File: config.mk
export PLATFORM = sky130hd
export DESIGN_NAME = jtframe_pll_cen
export DESIGN_NICKNAME = d
export VERILOG_FILES = /design/src/rtl/jtframe_pll_cen.sv
export SDC_FILE = /design/constraint.sdc
export NUM_CORES = 1
export LEC_CHECK = 0
export BUFFER_PORTS_ARGS = -buffer_cell sky130_fd_sc_hd__buf_2
export CAP_MARGIN = 15
export CELL_PAD_IN_SITES_DETAIL_PLACEMENT = 1
export CELL_PAD_IN_SITES_GLOBAL_PLACEMENT = 2
export CORE_MARGIN = 10
export CORE_UTILIZATION = 35
export CTS_CLUSTER_SIZE = 24
export DETAILED_ROUTE_END_ITERATION = 12
export PLACE_DENSITY_LB_ADDON = 0.12
export SYNTH_ARGS = -nofsm -noshare
export SYNTH_HDL_FRONTEND = slang
export SYNTH_SLANG_ARGS = --single-unit
File: constraint.sdc
create_clock -name clk -period 3.2 [get_ports clk]
set_input_delay 0.48 -clock clk [delete_from_list [all_inputs] [get_ports clk]]
set_output_delay 0.48 -clock clk [all_outputs]
set_load 0.02 [all_outputs]
File: src/rtl/jtframe_pll_cen.sv
// jtframe_pll_cen: fractional clock-enable generator gated by PLL lock.
// cen[0] pulses at an average rate of clk*n/m once the PLL has held lock for
// SETTLE cycles. cen[1] is cen[0] divided by two. A lock loss while running
// stops the enables and leaves a sticky lock_lost flag.
module jtframe_pll_cen #(
  parameter int W      = 10,
  parameter int SETTLE = 256
) (
  input  logic         clk,
  input  logic         rst_n,
  input  logic         locked,
  input  logic [W-1:0] n,
  input  logic [W-1:0] m,
  output logic [1:0]   cen,
  output logic         ready,
  output logic         lock_lost
);

  localparam logic [1:0]  WAIT_LOCK   = 2'd0;
  localparam logic [1:0]  SETTLE_ST   = 2'd1;
  localparam logic [1:0]  RUN         = 2'd2;
  localparam logic [15:0] SETTLE_LAST = 16'(SETTLE - 1);
  // SETTLE=1 needs no settle cycles at all: lock seen in WAIT_LOCK is enough.
  localparam logic [1:0]  AFTER_WAIT  = (SETTLE == 1) ? RUN : SETTLE_ST;

  logic         lk_meta_reg;
  logic         lk_s;
  logic [1:0]   state_reg;
  logic [15:0]  settle_cnt_reg;
  logic [W-1:0] n_r;
  logic [W-1:0] m_r;
  logic [W-1:0] acc;
  logic [W:0]   sum;
  logic         half_reg;
  logic         run_ok;
  logic         changed;

  // Two-flop synchroniser for the asynchronous PLL lock signal.
  always_ff @(posedge clk or negedge rst_n) begin
    if (!rst_n) begin
      lk_meta_reg <= 1'b0;
      lk_s        <= 1'b0;
    end else begin
      lk_meta_reg <= locked;
      lk_s        <= lk_meta_reg;
    end
  end

  // Lock supervision: wait for lock, let it settle, run until it drops.
  always_ff @(posedge clk or negedge rst_n) begin
    if (!rst_n) begin
      state_reg      <= WAIT_LOCK;
      settle_cnt_reg <= 16'd0;
      lock_lost      <= 1'b0;
    end else begin
      case (state_reg)
        WAIT_LOCK: begin
          settle_cnt_reg <= 16'd0;
          if (lk_s) state_reg <= AFTER_WAIT;
        end
        SETTLE_ST: begin
          if (lk_s) begin
            settle_cnt_reg <= settle_cnt_reg + 16'd1;
            if (settle_cnt_reg + 16'd1 == SETTLE_LAST) state_reg <= RUN;
          end else begin
            // Lock was never trusted yet, so this is not a lock loss.
            state_reg      <= WAIT_LOCK;
            settle_cnt_reg <= 16'd0;
          end
        end
        RUN: begin
          if (!lk_s) begin
            state_reg <= WAIT_LOCK;
            lock_lost <= 1'b1;
          end
        end
        default: state_reg <= WAIT_LOCK;
      endcase
    end
  end

  assign ready   = (state_reg == RUN);
  // Datapath only advances on edges where the state stays in RUN.
  assign run_ok  = (state_reg == RUN) && lk_s;
  assign changed = (n != n_r) || (m != m_r);
  // One extra bit so acc+n never wraps before the comparison against m.
  assign sum     = {1'b0, acc} + {1'b0, n_r};

  // Fractional accumulator and registered enable outputs.
  always_ff @(posedge clk or negedge rst_n) begin
    if (!rst_n) begin
      n_r      <= '0;
      m_r      <= '0;
      acc      <= '0;
      half_reg <= 1'b0;
      cen      <= 2'b00;
    end else begin
      n_r <= n;
      m_r <= m;
      if (!run_ok) begin
        acc      <= '0;
        half_reg <= 1'b0;
        cen      <= 2'b00;
      end else if (changed) begin
        // Ratio just changed: restart the phase cleanly, no pulse this edge.
        acc <= '0;
        cen <= 2'b00;
      end else if (n_r == '0) begin
        cen <= 2'b00;
      end else if ((m_r == '0) || (n_r >= m_r)) begin
        // Ratio of one or more saturates to an enable on every cycle.
        acc      <= '0;
        cen[0]   <= 1'b1;
        cen[1]   <= ~half_reg;
        half_reg <= ~half_reg;
      end else if (sum >= {1'b0, m_r}) begin
        acc      <= W'(sum - {1'b0, m_r});
        cen[0]   <= 1'b1;
        cen[1]   <= ~half_reg;
        half_reg <= ~half_reg;
      end else begin
        acc <= sum[W-1:0];
        cen <= 2'b00;
      end
    end
  end

endmodule

### Word-level counts from Yosys, hierarchy flattened

Index checks and enable logic that the tools add are counted.

* add/subtract/negate cells: 3
* reductions and logical operators: 10
* equal/unequal tests: 12
* multiplexer cells: 22
* bitwise operators: 2
* $lt $le $gt $ge: 2

Operators by type and width (number)
* 10-bit 2-to-1 mux: 5
* 16-bit case mux with 2 select lines: 1
* 10-bit logical NOT: 2
* 10-bit != test: 2
* 2-bit 2-to-1 mux: 9
* 16-bit by 1-bit adder with 16-bit output (second input constant): 1
* 16-bit by 8-bit == test with 1-bit output (second input constant): 1
* 16-bit 2-to-1 mux: 1
* 10-bit by 10-bit adder with 11-bit output: 1
* 11-bit by 10-bit >= comparator with 1-bit output: 1
* 10-bit >= comparator: 1
* 10-bit subtractor: 1
* 2-bit != test (second input constant): 4
* 3-bit != test (second input constant): 2
* 2-bit case mux with 3 select lines: 1
* 3-bit AND reduction: 2
* 1-bit 2-to-1 mux: 5
* 3-bit by 1-bit != test with 1-bit output (second input constant): 1
* 2-bit by 1-bit == test with 1-bit output (second input constant): 1
* 2-bit == test (second input constant): 1
* 2-bit logical NOT: 1
* 1-bit logical OR: 2
* 1-bit inverter: 2
* 2-bit AND reduction: 1
* other kinds (2): 2

* register bits: 54
* output and inout port bits: 4
* word-level logic and storage cells: 61

### Depth between registers and ports, before layout

Gate-level depths: netlist (run 1).

* depth in word-level cells: 7
* mapped depth: 17

### Worst setup path before layout (run 1)

No wires, ideal clock.

* kind: register to register
* start point: reg n_r[0]
* end point: reg acc[6]
* period minus slack after synthesis: 3.183 ns
* slack: 0.017 ns
* data arrival time: 3.091 ns
* path buffers: 1
* stages on the path, launching flop included: 18
* cells stage by stage: dfrtp_1 ha_1 inv_1 fa_1 nor2b_4 o31a_1 o221a_4 nor2_4 xnor2_1 ha_1 a21o_1 nand2_1 nand2_1 a31oi_1 o211ai_4 buf_6 a21boi_1 o31ai_2

* cells in the longest elaborated chain, start to end: 7
* elaborated cells between the ends (all ways): 14

RTL lines
* start, declared: RTL line 30 `logic [W-1:0] n_r;`
* start signal, assigned: RTL line 98 `n_r <= n;`
* 10-bit by 10-bit adder with 11-bit output: RTL line 87 `assign sum = {1'b0, acc} + {1'b0, n_r};`
* 10-bit subtractor / 11-bit by 10-bit >= comparator with 1-bit output (equally long branches): RTL line 117, 116
* 10-bit 2-to-1 mux: RTL line 116 `end else if (sum >= {1'b0, m_r}) begin`
* 10-bit 2-to-1 mux: RTL line 110 `end else if ((m_r == '0) || (n_r >= m_r)) begin`
* 10-bit 2-to-1 mux: RTL line 108 `end else if (n_r == '0) begin`
* 10-bit 2-to-1 mux: RTL line 104 `end else if (changed) begin`
* 10-bit 2-to-1 mux: RTL line 100 `if (!run_ok) begin`
* end signal, assigned: RTL line 117 `acc <= W'(sum - {1'b0, m_r});`
* end signal, assigned: RTL line 122 `acc <= sum[W-1:0];`
* end, declared: RTL line 32 `logic [W-1:0] acc;`

Parallel ways exist; a longest one is shown, timed or not. The select of a mux whose other input is x is not followed.
A chain may end at the register's enable or synchronous reset.

### Final worst setup path (run 1)

* start point: reg n_r[0]
* end point: reg half_reg

* cells in the longest elaborated chain, start to end: 6
* elaborated cells between the ends (all ways): 15

RTL lines
* branches (longest 6 deep; another with 10-bit by 10-bit adder with 11-bit output)
* end signal, assigned: RTL line 115 `half_reg <= ~half_reg;`
* end signal, assigned: RTL line 120 `half_reg <= ~half_reg;`
* end, declared: RTL line 34 `logic half_reg;`

Parallel ways; which one is timed is not known. The select of a mux whose other input is x is not followed.

==> results of run 1 <==
-- where the power goes --
group	total [mW]	switching [mW]	internal, mW
registers	0.719	0.0207	0.698
logic	0.338	0.173	0.166
clock network	0.491	0.260	0.231
total	1.55	0.454	1.09
-- worst max path at each step --
| stage | slack (ns) | end | start | depth (start not counted) |
|---|---|---|---|---|
| final | -0.08 | half_reg | n_r[0] | 17 |
| after global routing | -0.24 | acc[2] | n_r[0] | 15 |
| after CTS | -0.1 | acc[1] | acc[0] | 16 |
| after detailed placement | -0.26 | acc[1] | n_r[2] | 13 |
| after global placement | -0.22 | acc[0] | n_r[2] | 13 |
| after floorplan | 0.02 | acc[6] | n_r[0] | 17 |
-- metrics by stage --
stage	hold slack [ns]	std cells	worst slack [ns]
floorplan	0.184	377	0.0168
global placement	0.334	565	-0.222
detailed placement	0.338	565	-0.258
CTS	0.149	581	-0.0967
global route	0.178	588	-0.240
finish	0.140	588	-0.0820
-- timing repair --
item,in CTS,in global routing
buffers inserted,8,7
gates resized for setup,19,25
pin swaps,15,14
gates cloned,1,0
endpoints found under the setup margin,13,13
hold endpoints to repair,0,0
-- synth_stat cells (all sizes together), types with 2 or more instances --
library cell	instances	area, sq um
inv	21	78.8
buf	2	15.0
xnor2	33	289
a21o	11	82.6
a211oi	3	22.5
dfrtp	54	1350
nor4	4	25.0
o31ai	5	42.5
ha	32	400
a21oi	13	65.1
nor3	7	35.0
or2	3	18.8
nand2b	6	37.5
nand4	14	87.6
a221oi	3	26.3
nor2b	3	26.3
a31oi	5	31.3
clkbuf	3	11.3
fa	2	40.0
and3	5	31.3
mux2	3	33.8
nor2	23	96.4
o21bai	2	15.0
o21a	6	45.0
nand2	32	120
or3	2	12.5
xor2	3	26.3
a21boi	2	15.0
o21ai	41	205
mux2i	10	100
nand3	13	65.1
-- per-layer routing --
metal | wire length [microns] | global-route usage (%) | up-vias
met4 | 137 | 3.92 | 0
met3 | 196 | 2.42 | 8
met5 | 0 | 0 | -
met1 | 4690 | 17.2 | 1497
li1 | - | - | 1515
met2 | 5730 | 27.6 | 17
-- cell families (layout without fill, tap and decap cells) --
kind of cell	after synthesis	after routing	synth area share, %
flops	54	54	37.9
simple gates	116	116	16.4
fa+ha+maj	34	34	12.3
xor+xnor	36	36	8.83
compound gates	98	99	17.9
buf+inv	26	103	2.94
mux	13	13	3.75
-- area by class of cell --
class	instances	area (sq um)	area share [%]
multi-input cells	298	2300	51.0
flip-flops and latches	54	1350	29.9
repair buffers	75	513	11.3
well taps	133	166	3.68
inverters	21	78.8	1.74
clock buffers	5	68.8	1.52
clock inverters	2	38.8	0.858
==> flow_summary.ini, run 1 <==
[cts]
cts_made_buffers = 5
clock-sinks = 54
htree_levels = 2
clk_latency_ns = 0.33
cts_buffer_depth = 2
cts_tree = yes
cts-root-buf = clkbuf_8
ctsHoldBuffers = 0
clk_pin_slew_ns = 0.11

[synth]
syn-mean-instance-area_sq_um = 9.47
synth_edf_count = 0
syn_inst = 377
ys_types = 49
synth_area_sq_um = 3570
yosysWarningCount = 0
seq_area_frac_synth_pct = 37.9
async_flop_share_pct = 100
synth_nets = 434
ys.flop_type = dfrtp_1
synth_seq_cells = 54

[timing]
clock_skew_ns = 0.00804
hold_viol_final = 0
setup_slack_ns = -0.0820
drv_slew = 0
post-route-period-util_pct = 103
relSlewSlack_pct = 61.6
fin_crit_ns = 3.28
setup_tns_ns = -0.567
max_clock_freq_ghz = 0.305
grt_setup_unrepaired = true
setup_violations = 11
worst_pin_slew_ns = 0.576

[floorplanning]
core_sq_um = 9860
dieArea_sq_um = 14600
initial_core_util_pct = 36.2
ios = 27
die_y_microns = 121
die_width_microns = 121
core.rowCount = 36

[setup_path]
cp_data_arrival_time_ns = 3.51
timing.rr.start = n_r[0]
critical_path_class = reg -> reg
timing.rr.end = half_reg
worstPathRequired_ns = 3.43
cp-end-kind = flip-flop
r2r_slack_ns = -0.08
critPathBufInv = 2
reg2reg_depth = 17
slowest_stage = dfrtp_1
cp_slowest_stage_delay_ns = 0.37
crit_path_start_kind = flip-flop
path_max_fanout = 5
critPathTopFamily = compound AO/OA/AOI/OAI gates
worstPathCellList = ha_2 > inv_2 > fa_2 > nor2b_4 > o31a_1 > o221a_4 > nor2_4 > xnor2_2 > ha_4 > a21o_1 > nand2_1 > nand2_2 > a31oi_4 > o211ai_4 > buf_6 > o21a_1 > mux2i_1

[cells_and_area]
largest_register_ffs = 16
nets = 512
areaGrowthSynthToFinish_pct = 26.7
drive_gt1_share_pct = 26.8
num-fill-cells = 1135
antenna_cells = 0
fin_area_sq_um = 4520
final_common_cell = dfrtp_1
final_cell_mix = dfrtp_1 (54), buf_4 (45), o21ai_0 (31), nand2_1 (31), xnor2_1 (30)
fin_util_pct = 45.8

[global_route]
grt_usage_pct = 14.9
grt_pass1_vias = 3360
grt_pass1_wl_microns = 17300
antenna_found_initial = 0
grt_max_degree = 31
overflow = 0

[detailed_routing]
viasPerCell = 5.16
drc = 0
drtIter0Drc = 90
wirelength_microns = 10800
ant_nets = 0
drtPass1Iterations = 4
post_drt_wl_per_cell_microns = 18.3
vias = 3037

[power_and_ir_drop]
p_leak_nw = 2.09
ir_worst_vdd_uv = 171
p_total_mw = 1.55
p_per_area_nw_per_um2 = 342

[place]
routabilityCongestion = 0.798
port_buffers = 26
hpwlAfterDp_microns = 8030
dpl-instance-area_sq_um = 4100

[outcome]
failed_checks = setup timing
run_status = finished, violations left

[worst_hold_path]
hp-class = in -> async

[run]
maxCapViolations = 0
No activity file was read; power rests on OpenSTA's default activity.
==> run 2, diff against run 1 <==
- CORE_UTILIZATION: 35 -> 39
- clock period: 3.2 -> 3.6 ns (I/O delays scaled with it)
==> flow_summary.ini, run 2 (synthesized netlist as in run 1, its figures left out) <==
[detailed_routing]
drtPass1Iterations = 4
vias = 2951
wirelength_microns = 10100
ant_nets = 0
post_drt_wl_per_cell_microns = 19.2
drc = 0
drtIter0Drc = 98
viasPerCell = 5.61

[setup_path]
timing.rr.start = n_r[0]
cp_data_arrival_time_ns = 3.73
cp.depth = 16
crit_path_start_kind = flip-flop
critPathBufInv = 1
critPathTopFamily = compound AO/OA/AOI/OAI gates
reg2reg_depth = 16
critical_path_class = reg -> reg
worstPathCellList = ha_1 > inv_1 > fa_2 > nor2b_4 > o31a_1 > o221a_4 > nor2_4 > xnor2_2 > ha_1 > a21o_1 > nand2_1 > nand2_1 > a31oi_4 > o211ai_4 > mux2_2 > o21ai_1
worstPathRequired_ns = 3.84
slowest_stage = dfrtp_1
cp-end-kind = flip-flop
crit_path_start = n_r[0]
path_max_fanout = 6
cp_slowest_stage_delay_ns = 0.40

[cells_and_area]
nets = 474
final_cell_mix = dfrtp_1 (53), o21ai_0 (36), nand2_1 (32), xnor2_1 (31), ha_1 (29)
drive_gt1_share_pct = 16.7
areaGrowthSynthToFinish_pct = 14.2
fin_util_pct = 46.3
antenna_cells = 0
largest_register_ffs = 16
num-fill-cells = 1010
final_common_cell = dfrtp_1

[global_route]
grt_usage_pct = 15.4
grt_pass1_vias = 3079
grt_max_degree = 34
overflow = 0
grt_pass1_wl_microns = 16300
antenna_found_initial = 0

[timing]
relSlewSlack_pct = 44.4
drv_slew = 0
fin_crit_ns = 3.49
hold_viol_final = 0
worst_pin_slew_ns = 0.831
post-route-period-util_pct = 97.1
max_clock_freq_ghz = 0.286
setup_violations = 0
clock_skew_ns = 0.0156

[cts]
clk_latency_ns = 0.32
ctsHoldBuffers = 0
cts_buffer_depth = 2
clock-sinks = 54
clk_pin_slew_ns = 0.11
cts_tree = yes
cts-root-buf = clkbuf_8
htree_levels = 2
cts_made_buffers = 5

[outcome]
run_status = complete, no violations

[floorplanning]
core.rowCount = 34
dieArea_sq_um = 13400
initial_core_util_pct = 40.5
die_y_microns = 116
core_sq_um = 8810
ios = 27
die_width_microns = 116

[worst_hold_path]
hp-class = in -> async

[place]
routabilityCongestion = 0.859
port_buffers = 26
hpwlAfterDp_microns = 7790

[power_and_ir_drop]
ir_worst_vdd_uv = 154
p_per_area_nw_per_um2 = 308
p_leak_nw = 1.88
p_total_mw = 1.25

[run]
maxCapViolations = 0
==> run 2: stage by stage <==
step / setup WS (ns) / cell area, sq um / hold WS [ns] / TNS (ns) / std cells
final: 0.106 / 4080 / 0.287 / 0 / 526
after CTS: 0.0162 / 3970 / 0.297 / 0 / 520
after floorplan: 0.417 / 3570 / 0.244 / 0 / 377
after global placement: 0.0866 / 3850 / 0.336 / 0 / 511
after global routing: -0.0534 / 4080 / 0.320 / -0.215 / 526
after detailed placement: -0.0445 / 3850 / 0.345 / -0.0898 / 511
==> run 2: path summary, 6_finish.rpt <==
check / to / slack (ns)
max: acc[1] / 0.11
min: m_r[1] / 0.29
max reg2reg: acc[1] / 0.11
min reg2reg: lk_s / 0.36
max in group asynchronous: state_reg[1] / 2.49
min in group clk: lk_meta_reg / 0.33
==> run 2: repair_timing <==
action,in CTS,in global routing
setup endpoints to repair,6,13
setup buffers,1,5
gates resized for setup,2,14
gates cloned,0,1
pin swaps,1,4
==> run 2: metal layers <==
metal	GRT usage (%)	wire [microns]
met2	23.0	4380
met4	3.34	70
met1	22.6	5370
met3	2.69	301
met5	0	0
==> run 2: power breakdown <==
group          switching [mW]  internal (mW)
clock network           0.220          0.138
logic                   0.141          0.115
registers              0.0190          0.620
total                   0.381          0.873
==> run 2: layout make-up <==
type                            count  area, sq um  share of cell area [%]
Timing Repair Buffer               37          225                    5.52
Clock buffer                        5         68.8                    1.69
Clock inverter                      3         18.8                   0.460
Multi-Input combinational cell    298         2200                    53.9
Tap cell                          108          135                    3.31
Sequential cell                    54         1350                    33.2
Inverter                           21         78.8                    1.93
==> run 3, diff against run 2 <==
- CORE_MARGIN: 10 -> 4
==> flow_summary.ini, run 3 (synthesized netlist as in run 1, its figures left out) <==
[cts]
cts_made_buffers = 5
clk_latency_ns = 0.31
cts-root-buf = clkbuf_8
ctsHoldBuffers = 0
cts_buffer_depth = 2
cts_tree = yes
htree_levels = 2
clock-sinks = 54
clk_pin_slew_ns = 0.11

[detailed_routing]
wirelength_microns = 9610
ant_nets = 0
vias = 2907
drtIter0Drc = 83
post_drt_wl_per_cell_microns = 18.4
drc = 0
drtPass1Iterations = 4
viasPerCell = 5.58

[global_route]
grt_pass1_vias = 3045
overflow = 0
grt_pass1_wl_microns = 16200
grt_max_degree = 34
antenna_found_initial = 0
grt_usage_pct = 18.7

[place]
dpl-instance-area_sq_um = 3850
dp.cells = 511
routabilityCongestion = 0.823
port_buffers = 26
hpwlAfterDp_microns = 7580

[timing]
relSlewSlack_pct = 44.0
post-route-period-util_pct = 95.4
fin_crit_ns = 3.43
drv_slew = 0
clock_skew_ns = 0.00799
hold_viol_final = 0
max_clock_freq_ghz = 0.291
worst_pin_slew_ns = 0.837
setup_tns_ns = 0
hold_ws_ns = 0.295
setup_violations = 0

[floorplanning]
die_width_microns = 104
initial_core_util_pct = 40.5
dieArea_sq_um = 10700
ios = 27
core.rowCount = 34
die_y_microns = 104
core_sq_um = 8810

[setup_path]
crit_top_cell = nand2_1
worstPathCellList = ha_1 > nor2b_4 > o31a_1 > o221a_4 > nor2_4 > xnor2_2 > ha_2 > a21o_1 > nand2_1 > nand2_1 > a31oi_2 > o211ai_4 > buf_12 > o21a_1 > mux2i_1
slowest_stage = dfrtp_1
cp_data_arrival_time_ns = 3.65
path_max_fanout = 9
crit_path_start_kind = flip-flop
worstPathRequired_ns = 3.81
cp-end-kind = flip-flop
cp_slowest_stage_delay_ns = 0.45
r2r_slack_ns = 0.17
critical_path_class = reg -> reg

[power_and_ir_drop]
p_per_area_nw_per_um2 = 310
ir_worst_vdd_uv = 135
p_leak_nw = 1.85

[cells_and_area]
final_cell_mix = dfrtp_1 (53), o21ai_0 (37), xnor2_1 (32), nand2_1 (32), ha_1 (31)
nets = 469
fin_area_sq_um = 3990
final_common_cell = dfrtp_1
fin_cells = 521
largest_register_ffs = 16
num-fill-cells = 1027
drive_gt1_share_pct = 14.0
areaGrowthSynthToFinish_pct = 11.6
antenna_cells = 0

[run]
maxCapViolations = 0

[outcome]
run_status = complete, no violations

[worst_hold_path]
hp-class = in -> async
## run 3: cell count changes in the layout (fill, tap and decap cells not counted), moves of 2 or more
cell	delta
nor2_2	-2
ha_2	-2
ha_1	+2
buf_4	-4
nor2_1	+2
## run 3: area by class of cell
type / count / area, sq um / area share, %
multi-input cells: 297 / 2140 / 53.6
flip-flops and latches: 54 / 1350 / 33.9
repair buffers: 33 / 195 / 4.90
well taps: 108 / 135 / 3.39
inverters: 21 / 78.8 / 1.98
clock buffers: 5 / 68.8 / 1.73
clock inverters: 3 / 18.8 / 0.471
## run 3: final timing paths
path	startpoint	endpoint	cells after the start
worst max-delay path	n_r[2]	half_reg	15
worst min-delay path	rst_n	n_r[2]	1
worst max register to register	n_r[2]	half_reg	15
worst min register to register	lk_meta_reg	lk_s	0
max in group asynchronous	rst_n	state_reg[1]	2
min in group clk	locked	lk_meta_reg	1
## run 3: where the power goes
part / switching [mW] / internal, mW
Sequential: 0.0188 / 0.620
Clock: 0.219 / 0.138
Combinational: 0.132 / 0.109
## run 3: timing repair
item                                    4_1_cts  5_1_grt
endpoints found under the hold margin         0        0
setup buffers                                 0        2
gates resized for setup                       0        5
endpoints found under the setup margin        0       13
## run 3: per-stage QoR
| step | util (%) | power [mW] | setup WS, ns |
|---|---|---|---|
| after floorplan | - | 0.800 | 0.417 |
| after global placement | 43.7 | 0.876 | 0.175 |
| after detailed placement | 43.7 | 0.882 | 0.0906 |
| after CTS | 44.7 | 1.24 | 0.0636 |
| after global routing | 45.3 | 1.31 | -0.0114 |
| final | 45.3 | 1.24 | 0.165 |
## run 3: critical path: cells and delay by family (launching register included)
family / cells / cell delay [ns]
flops: 1 / 0.45
fa+ha+maj: 2 / 0.73
xor+xnor: 1 / 0.14
compound gates: 6 / 1.29
mux: 1 / 0.11
simple gates: 4 / 0.43
buf+inv: 1 / 0.17
## run 3: per-layer routing
layer | share of wire (%) | global-route usage [%] | routed length [microns]
met4 | 0.58 | 3.13 | 56
met1 | 54 | 29.2 | 5160
met3 | 2.8 | 2.36 | 273
met2 | 43 | 27.8 | 4120
met5 | 0 | 0 | 0
